### src/rtl/key_repeat_scanner.sv
// key_repeat_scanner: synchronise, debounce and auto-repeat push buttons into one-cycle step pulses
//
// Ports:
//    CP      clock (10 kHz divided clock intended)
//    CR      synchronous active-high reset
//    KEY_IN  raw asynchronous button levels, high = pressed
//    PULSE   one-hot one-cycle step pulse for the tracked key
//    KEY_ID  index of the tracked key
//    HELD    high while auto-repeating
//    BUSY    high whenever the scanner is not idle
//
// Optional feature macro KEY_REPEAT_ACCEL_EN: after 8 repeat pulses in one
// press the repeat interval halves until release.
module key_repeat_scanner #(
   parameter int KEYS         = 6,
   parameter int DEBOUNCE_CYC = 200,
   parameter int HOLD_CYC     = 8000,
   parameter int REPEAT_CYC   = 2000,
   localparam int IW          = (KEYS > 1) ? $clog2(KEYS) : 1
) (
   input  logic            CP,
   input  logic            CR,
   input  logic [KEYS-1:0] KEY_IN,
   output logic [KEYS-1:0] PULSE,
   output logic [IW-1:0]   KEY_ID,
   output logic            HELD,
   output logic            BUSY
);
   localparam logic [2:0] S_IDLE = 3'd0;
   localparam logic [2:0] S_DEB  = 3'd1;
   localparam logic [2:0] S_HOLD = 3'd2;
   localparam logic [2:0] S_REP  = 3'd3;
   localparam logic [2:0] S_REL  = 3'd4;
   localparam logic [15:0] D_M1 = 16'(DEBOUNCE_CYC - 1);
   localparam logic [15:0] H_M1 = 16'(HOLD_CYC - 1);
   localparam logic [15:0] R_M1 = 16'(REPEAT_CYC - 1);
   localparam logic [KEYS-1:0] ONE = KEYS'(1);

   logic [KEYS-1:0] r_s1, r_s2;
   logic [2:0]      r_state, w_nstate;
   logic [15:0]     r_cnt, w_ncnt, w_last;
   logic [IW-1:0]   r_id, w_low;
   logic            w_kid, w_fire, w_wrap;

   assign w_kid  = r_s2[r_id];
   assign w_fire = (r_state == S_HOLD || r_state == S_REP) && r_cnt == 16'd0;
   assign w_wrap = r_state == S_REP && r_cnt >= w_last;

`ifdef KEY_REPEAT_ACCEL_EN
   localparam logic [15:0] R2_M1 = 16'(REPEAT_CYC / 2 - 1);
   logic [3:0] r_rep;
   assign w_last = (r_rep >= 4'd8) ? R2_M1 : R_M1;
   // Counts repeat pulses of the current press; saturates once acceleration kicks in.
   always_ff @(posedge CP)
      if (CR || r_state != S_REP) r_rep <= '0;
      else if (w_fire && r_rep < 4'd8) r_rep <= r_rep + 4'd1;
`else
   assign w_last = R_M1;
`endif

   // Lowest-index pressed key wins when several are high together.
   always_comb begin
      w_low = '0;
      for (int i = KEYS - 1; i >= 0; i--)
         if (r_s2[i]) w_low = IW'(i);
   end

   always_comb begin
      w_nstate = r_state;
      case (r_state)
         S_IDLE:  w_nstate = |r_s2 ? S_DEB : S_IDLE;
         S_DEB:   w_nstate = !w_kid ? S_IDLE : (r_cnt == D_M1) ? S_HOLD : S_DEB;
         S_HOLD:  w_nstate = !w_kid ? S_REL : (r_cnt == H_M1) ? S_REP : S_HOLD;
         S_REP:   w_nstate = !w_kid ? S_REL : S_REP;
         S_REL:   w_nstate = (!w_kid && r_cnt == D_M1) ? S_IDLE : S_REL;
         default: w_nstate = S_IDLE;
      endcase
   end

   // Counter clears on every state entry, on each repeat period and on any
   // high sample while waiting for a clean release.
   assign w_ncnt = (w_nstate != r_state || r_state == S_IDLE || w_wrap ||
                    (r_state == S_REL && w_kid)) ? 16'd0 : r_cnt + 16'd1;

   always_ff @(posedge CP)
      if (CR) begin
         r_s1    <= '0;
         r_s2    <= '0;
         r_state <= S_IDLE;
         r_cnt   <= '0;
         r_id    <= '0;
      end else begin
         r_s1    <= KEY_IN;
         r_s2    <= r_s1;
         r_state <= w_nstate;
         r_cnt   <= w_ncnt;
         if (r_state == S_IDLE && |r_s2) r_id <= w_low;
      end

   assign PULSE  = w_fire ? ONE << r_id : '0;
   assign KEY_ID = r_id;
   assign HELD   = r_state == S_REP;
   assign BUSY   = r_state != S_IDLE;
endmodule

### config.mk
export PLATFORM = sky130hd
export DESIGN_NAME = key_repeat_scanner
export DESIGN_NICKNAME = d
export VERILOG_FILES = /design/src/rtl/key_repeat_scanner.sv
export SDC_FILE = /design/constraint.sdc
export NUM_CORES = 1
export LEC_CHECK = 0
export CAP_MARGIN = 5
export CORE_ASPECT_RATIO = 1.1
export CORE_MARGIN = 1
export CORE_UTILIZATION = 61
export DETAILED_ROUTE_END_ITERATION = 16
export PLACE_DENSITY = 0.84
export SLEW_MARGIN = 15
export SYNTH_ARGS = -nofsm -noshare
export SYNTH_HDL_FRONTEND = slang
export SYNTH_SLANG_ARGS = --single-unit
### constraint.sdc
create_clock -name CP -period 5.5 [get_ports CP]
set_input_delay 0.825 -clock CP [delete_from_list [all_inputs] [get_ports CP]]
set_output_delay 0.825 -clock CP [all_outputs]
set_load 0.02 [all_outputs]
# After elaboration in Yosys (flattened, before gate mapping)
# Cells that the tools add are included.
# W data, S select, Z words.
[classes] mux=17 shifts=1 n_lt_le_gt_ge=2 eq_ne=7 reduce_logical=15 n_addsub=1
[op_table] operator="$mux W3" n=9
[op_table] operator="$add A16 B1 Y16 const B" n=1
[op_table] operator="$eq A16 B13 Y1 const B" n=1
[op_table] operator="$eq A16 B8 Y1 const B" n=1
[op_table] operator="$ge A16 B11 Y1 const B" n=1
[op_table] operator="$logic_not A16 Y1" n=1
[op_table] operator="$pmux W3 S5" n=1
[op_table] operator="$eq A3 B2 Y1 const B" n=2
[op_table] operator="$mux W6" n=1
[op_table] operator="$reduce_or A6 Y1" n=1
[op_table] operator="$shl A1 B3 Y6 const A" n=1
[op_table] operator="$logic_and A1 B1 Y1" n=5
[op_table] operator="$logic_or A1 B1 Y1" n=4
[op_table] operator="$lt A3 B4 Y1 const B" n=1
[op_table] operator="$mux W2" n=2
[op_table] operator="$bmux W1 S3" n=1
[op_table] operator="$eq A3 B1 Y1 const B" n=1
[op_table] operator="$eq A3 B3 Y1 const B" n=1
[op_table] operator="$logic_not A3 Y1" n=1
[op_table] operator="$mux W1" n=3
[op_table] operator="$ne A3 B3 Y1" n=1
[op_table] operator="$reduce_bool A3 Y1" n=1
[op_table] operator="$reduce_or A2 Y1" n=1
[op_table] operator="$logic_not A1 Y1" n=1
[word_totals] in_bits=8 output_inout_bits=11 reg_bits=34

# Depth between registers and ports, before layout
[logic_depth] word_depth=11 mapped_depth=9 depth_no_buf=6

# Worst setup path after synthesis
# Ideal clock, no wire load.
[synth_path] path_kind="register -> output" from="reg r_cnt[13]" to="out PULSE[4]" n_path_buf=0 arrival_time_ns=2.170 setup_slack_ns=2.505 path_stages_with_launch=6 cell_sequence="dfxtp_1 > or3_1 > or3_1 > nor4_1 > nand2b_1 > nor3b_1"
[synth_between] elab_chain_cells=3
[synth_rtl] element="start: declaration" line="41" rtl="logic [15:0] r_cnt, w_ncnt, w_last;"
[synth_rtl] element="start signal: assignment" line="96" rtl="r_cnt <= w_ncnt;"
[synth_rtl] element="$logic_not A16 Y1" line="46" rtl="assign w_fire = (r_state == S_HOLD || r_state == S_REP) && r_cnt == 16'd0;"
[synth_rtl] element="$logic_and A1 B1 Y1" line="46"
[synth_rtl] element="$mux W6" line="100" rtl="assign PULSE = w_fire ? ONE << r_id : '0;"
[synth_rtl] element="end: declaration" line="24" rtl="output logic [KEYS-1:0] PULSE,"
# No other way between the ends.

# Worst setup path in the final report
# Ends and elaborated chain as after synthesis.

==> flow_summary_export.csv <==
group,metric,value,unit
grt,met2_usage,0.425,
clock_network,cts.repair_timing.setup_buffer_count,0,
placement,post-dp-hpwl,2640,um
route,detailedRoute.firstPassIterationCount,4,
sta,rsz0062_at_grt,"no",
worst_setup_path,worst_path_dominant_cell_family,"simple AND/OR/NAND/NOR gates",
grt,globalRoute.totalOverflow,0,
grt,first_global_vias,1399,
worst_setup_path,crit_path_end_kind,"output pin",
synth,number_of_flops_mapped_to_enable_cells_by_yosys,0,
layout,final_layout_size_suffix_gt1_frac,0.142,
pwr,power_leakage,0.740,nW
worst_setup_path,cp_cell_sequence,"or3_1 > or3_1 > nor4_1 > nand2b_1 > nor3b_1 > clkdlybuf4s50_1",
layout,syn_to_final_growth,13.5,%
worst_setup_path,crit_top_cell,"or3_1",
synth,post_synth_num_cell_types,47,
layout,multiInputGateArea,1170,um2
floorplanning,floorplan.initialDensity,0.638,
route,final_antenna_net_count,0,
hold_path,min_delay_path_depth,1,
worst_setup_path,cp_num_buf_inv,1,
synth,post_synthesis_cell_area,1940,um2
sta,setup_tns,0,ps
worst_setup_path,worst-path-max-fanout,5,
pwr,worst_ir_drop_vdd,0.203,mV
floorplanning,floorplan.core_area,3050,um2
route,vias_per_cell,6.06,
layout,final.fill_count,257,
sta,final.min_clock_period,3880,ps
sta,fin_worst_skew,9.15,ps
grt,wire_length_of_the_first_global_routing_pass,6600,um
worst_setup_path,crit_slowest_cell,"clkdlybuf4s50_1",
sta,setup_slack,1620,ps
layout,ff_latch_area,681,um2
placement,port_buffers,18,
sta,worst_slew_margin_rel,0.543,
sta,final-hold-violation-count,0,
floorplanning,die_w,55.8,um
grt,groute.usage.overall,0.253,
route,wl_per_cell,14.6,um
floorplanning,pin_count,19,
sta,final_critical_path_share_of_the_clock_period,0.706,
clock_network,clock_tree.htree_level_count,2,
worst_setup_path,cp.arrival,3060,ps
clock_network,cts.repair.resized,0,
synth,synth_flop_cell,"dfxtp_1",
clock_network,clock_tree.buffer_depth,2,
clock_network,cts.clk_slew.worst_paths,110,ps
clock_network,tritoncts_num_sinks,34,
synth,syn-num-nets,235,
layout,antenna_cells,0,
hold_path,holdCritPathClass,"flop to flop",
status,outcome,"finished, final reports clean",
grt,grt_start_max_net_pins,35,
grt,globalRoute.busiestLayer,"met2",
floorplanning,die_height,61.2,um
worst_setup_path,timing.critical_path.depth,6,
pwr,power_density,245,nW/um2
synth,syn_area_per_cell,8.64,um2
worst_setup_path,worst-endpoint-required,4680,ps
clock_network,postCtsHoldBufs,0,
sta,max_freq,257,MHz
sta,final_max_slew_viol_count,0,
grt,grt_antenna_before_repair,0,
synth,synth-async-reset-ratio,0,
floorplanning,row_cnt,21,
grt,grtUsageMet1,0.306,
worst_setup_path,startpoint_type,"flop",
grt,global_route.usage.met3,0.0693,
sta,tightest_slew,686,ps
route,drt-total-wl,4010,um
worst_setup_path,worst_path_largest_cell_delay,630,ps
route,drt_first_iter_violations,80,
layout,finalNetCount,250,
placement,gp_weighted_congestion,0.772,
sta,setup-violations-final,0,
floorplanning,die_area,3420,um2
synth,synthCells,225,
worst_setup_path,criticalPathCategory,"flop to output pin",
clock_network,cts-buffers-inserted,5,
flow_run,max_cap_viol_count,0,
placement,pre_cts_ws,2070,ps
route,routed_vias,1661,
clock_network,cts_root_buffer,"clkbuf_4",
synth,post_synthesis_register_bit_count,34,
clock_network,tritoncts_clock_tree,"done",
synth,synth_seq_area_share,0.350,
synth,synth-warning-count,0,
worst_setup_path,ff2ff_path_depth,5,
route,drc,0,
clock_network,worst_skew_pair.late_latency,350,ps
worst reg2reg max path, cell delays in order (launching register included):
cell	delay, ps
dfxtp_1	370
or4_4	580
nor4_4	370
nand2b_2	240
a31o_2	480
nor4_1	140
final timing paths:
check	slack (ps)	start	end
worst min-delay path	440	r_s1[3]$_SDFF_PP0_	r_s2[3]$_SDFF_PP0_
worst max-delay path	1620	r_cnt[13]$_SDFF_PP0_	PULSE[4]
worst max register to register	3200	r_cnt[9]$_SDFF_PP0_	r_cnt[0]$_SDFF_PP0_
worst min register to register	440	r_s1[3]$_SDFF_PP0_	r_s2[3]$_SDFF_PP0_
layout make-up:
| cell class | count | share of cell area |
|---|---|---|
| inverter | 10 | 0.0170 |
| clock inverter | 1 | 0.0136 |
| multi-input combinational | 168 | 0.529 |
| sequential | 34 | 0.309 |
| timing repair buffer | 21 | 0.0896 |
| tap | 34 | 0.0193 |
| clock buffer | 6 | 0.0233 |
report_power, final:
part / internal [mW] / switching [mW] / leakage [nW]
clock: 0.106 / 0.0868 / 0.0443
sequential: 0.253 / 0.00961 / 0.277
combinational: 0.0353 / 0.0499 / 0.418
total: 0.394 / 0.146 / 0.740
synth_stat cells (2+ instances only):
master / number / area (um2)
dfxtp_1: 34 / 681
buf_6: 3 / 33.8
nand2b_1: 4 / 25.0
a21oi_1: 10 / 50.1
nor4_2: 9 / 113
nor2b_1: 14 / 87.6
nand2_1: 18 / 67.6
nor4_1: 11 / 68.8
buf_2: 3 / 15.0
nor2_1: 18 / 67.6
o21ai_0: 6 / 30.0
mux2_2: 2 / 22.5
ha_1: 2 / 25.0
buf_4: 2 / 15.0
or3_1: 6 / 37.5
or4_4: 2 / 22.5
nor3_1: 11 / 55.1
xnor2_1: 3 / 26.3
xor2_1: 8 / 70.1
inv_1: 10 / 37.5
nand3_1: 4 / 20.0
nand3b_1: 11 / 82.6
nor4_4: 2 / 42.5
nand4_1: 5 / 31.3
clkbuf_1: 4 / 15.0
a211oi_1: 2 / 15.0
placed cells by master (no fill, tap or decap), types with 2 or more instances in the layout:
cell type,netlist,layout
or4_4,2,2
nor3_1,11,11
a21oi_1,10,10
buf_4,2,3
nand3_1,4,4
nand4_1,5,5
mux2_2,2,2
inv_1,10,10
o21ai_0,6,6
nor4_4,2,2
xor2_1,8,8
nand2_1,18,18
clkdlybuf4s50_1,0,17
nor2_1,18,18
nor2b_1,14,14
nand3b_1,11,11
xnor2_1,3,3
nand2b_1,4,4
a211oi_1,2,2
clkbuf_4,1,5
dfxtp_1,34,34
nor4_1,11,11
nor4_2,9,9
ha_1,2,2
or3_1,6,6
state kept, by name, indices dropped and copies added, names as in the netlist:
signal	cells
KEY_ID	3
r_s1	6
r_state	3
r_s2	6
r_cnt	16
kinds of logic (layout without fill, tap and decap cells):
logic type	count (synthesis)	count (layout)	synth area share
AOI/OAI and AO/OA	28	28	0.0947
xor gates and xnor gates	11	11	0.0496
adders and majority gates	2	2	0.0129
buffers and inverters	23	38	0.0637
DFF	34	34	0.350
muxes	3	3	0.0193
and+or+nand+nor	124	124	0.410
layer usage:
layer / share of wire / vias up
met5: 0 / -
met4: 0.017 / 0
met3: 0.057 / 8
met2: 0.48 / 57
met1: 0.45 / 759
li1: - / 837
metrics by stage:
step / cells / util / power [mW] / instance area, um2 / hold WS (ps)
3_5_place_dp: 267 / 0.699 / 0.355 / 2130 / 422
3_3_place_gp: 267 / 0.699 / 0.353 / 2130 / 416
4_1_cts: 274 / 0.725 / 0.542 / 2210 / 442
2_1_floorplan: 225 / - / 0.333 / 1940 / 414
6_report: 274 / 0.724 / 0.541 / 2210 / 439
5_1_grt: 274 / 0.724 / 0.561 / 2210 / 452
(Power assumes the default switching activity.)
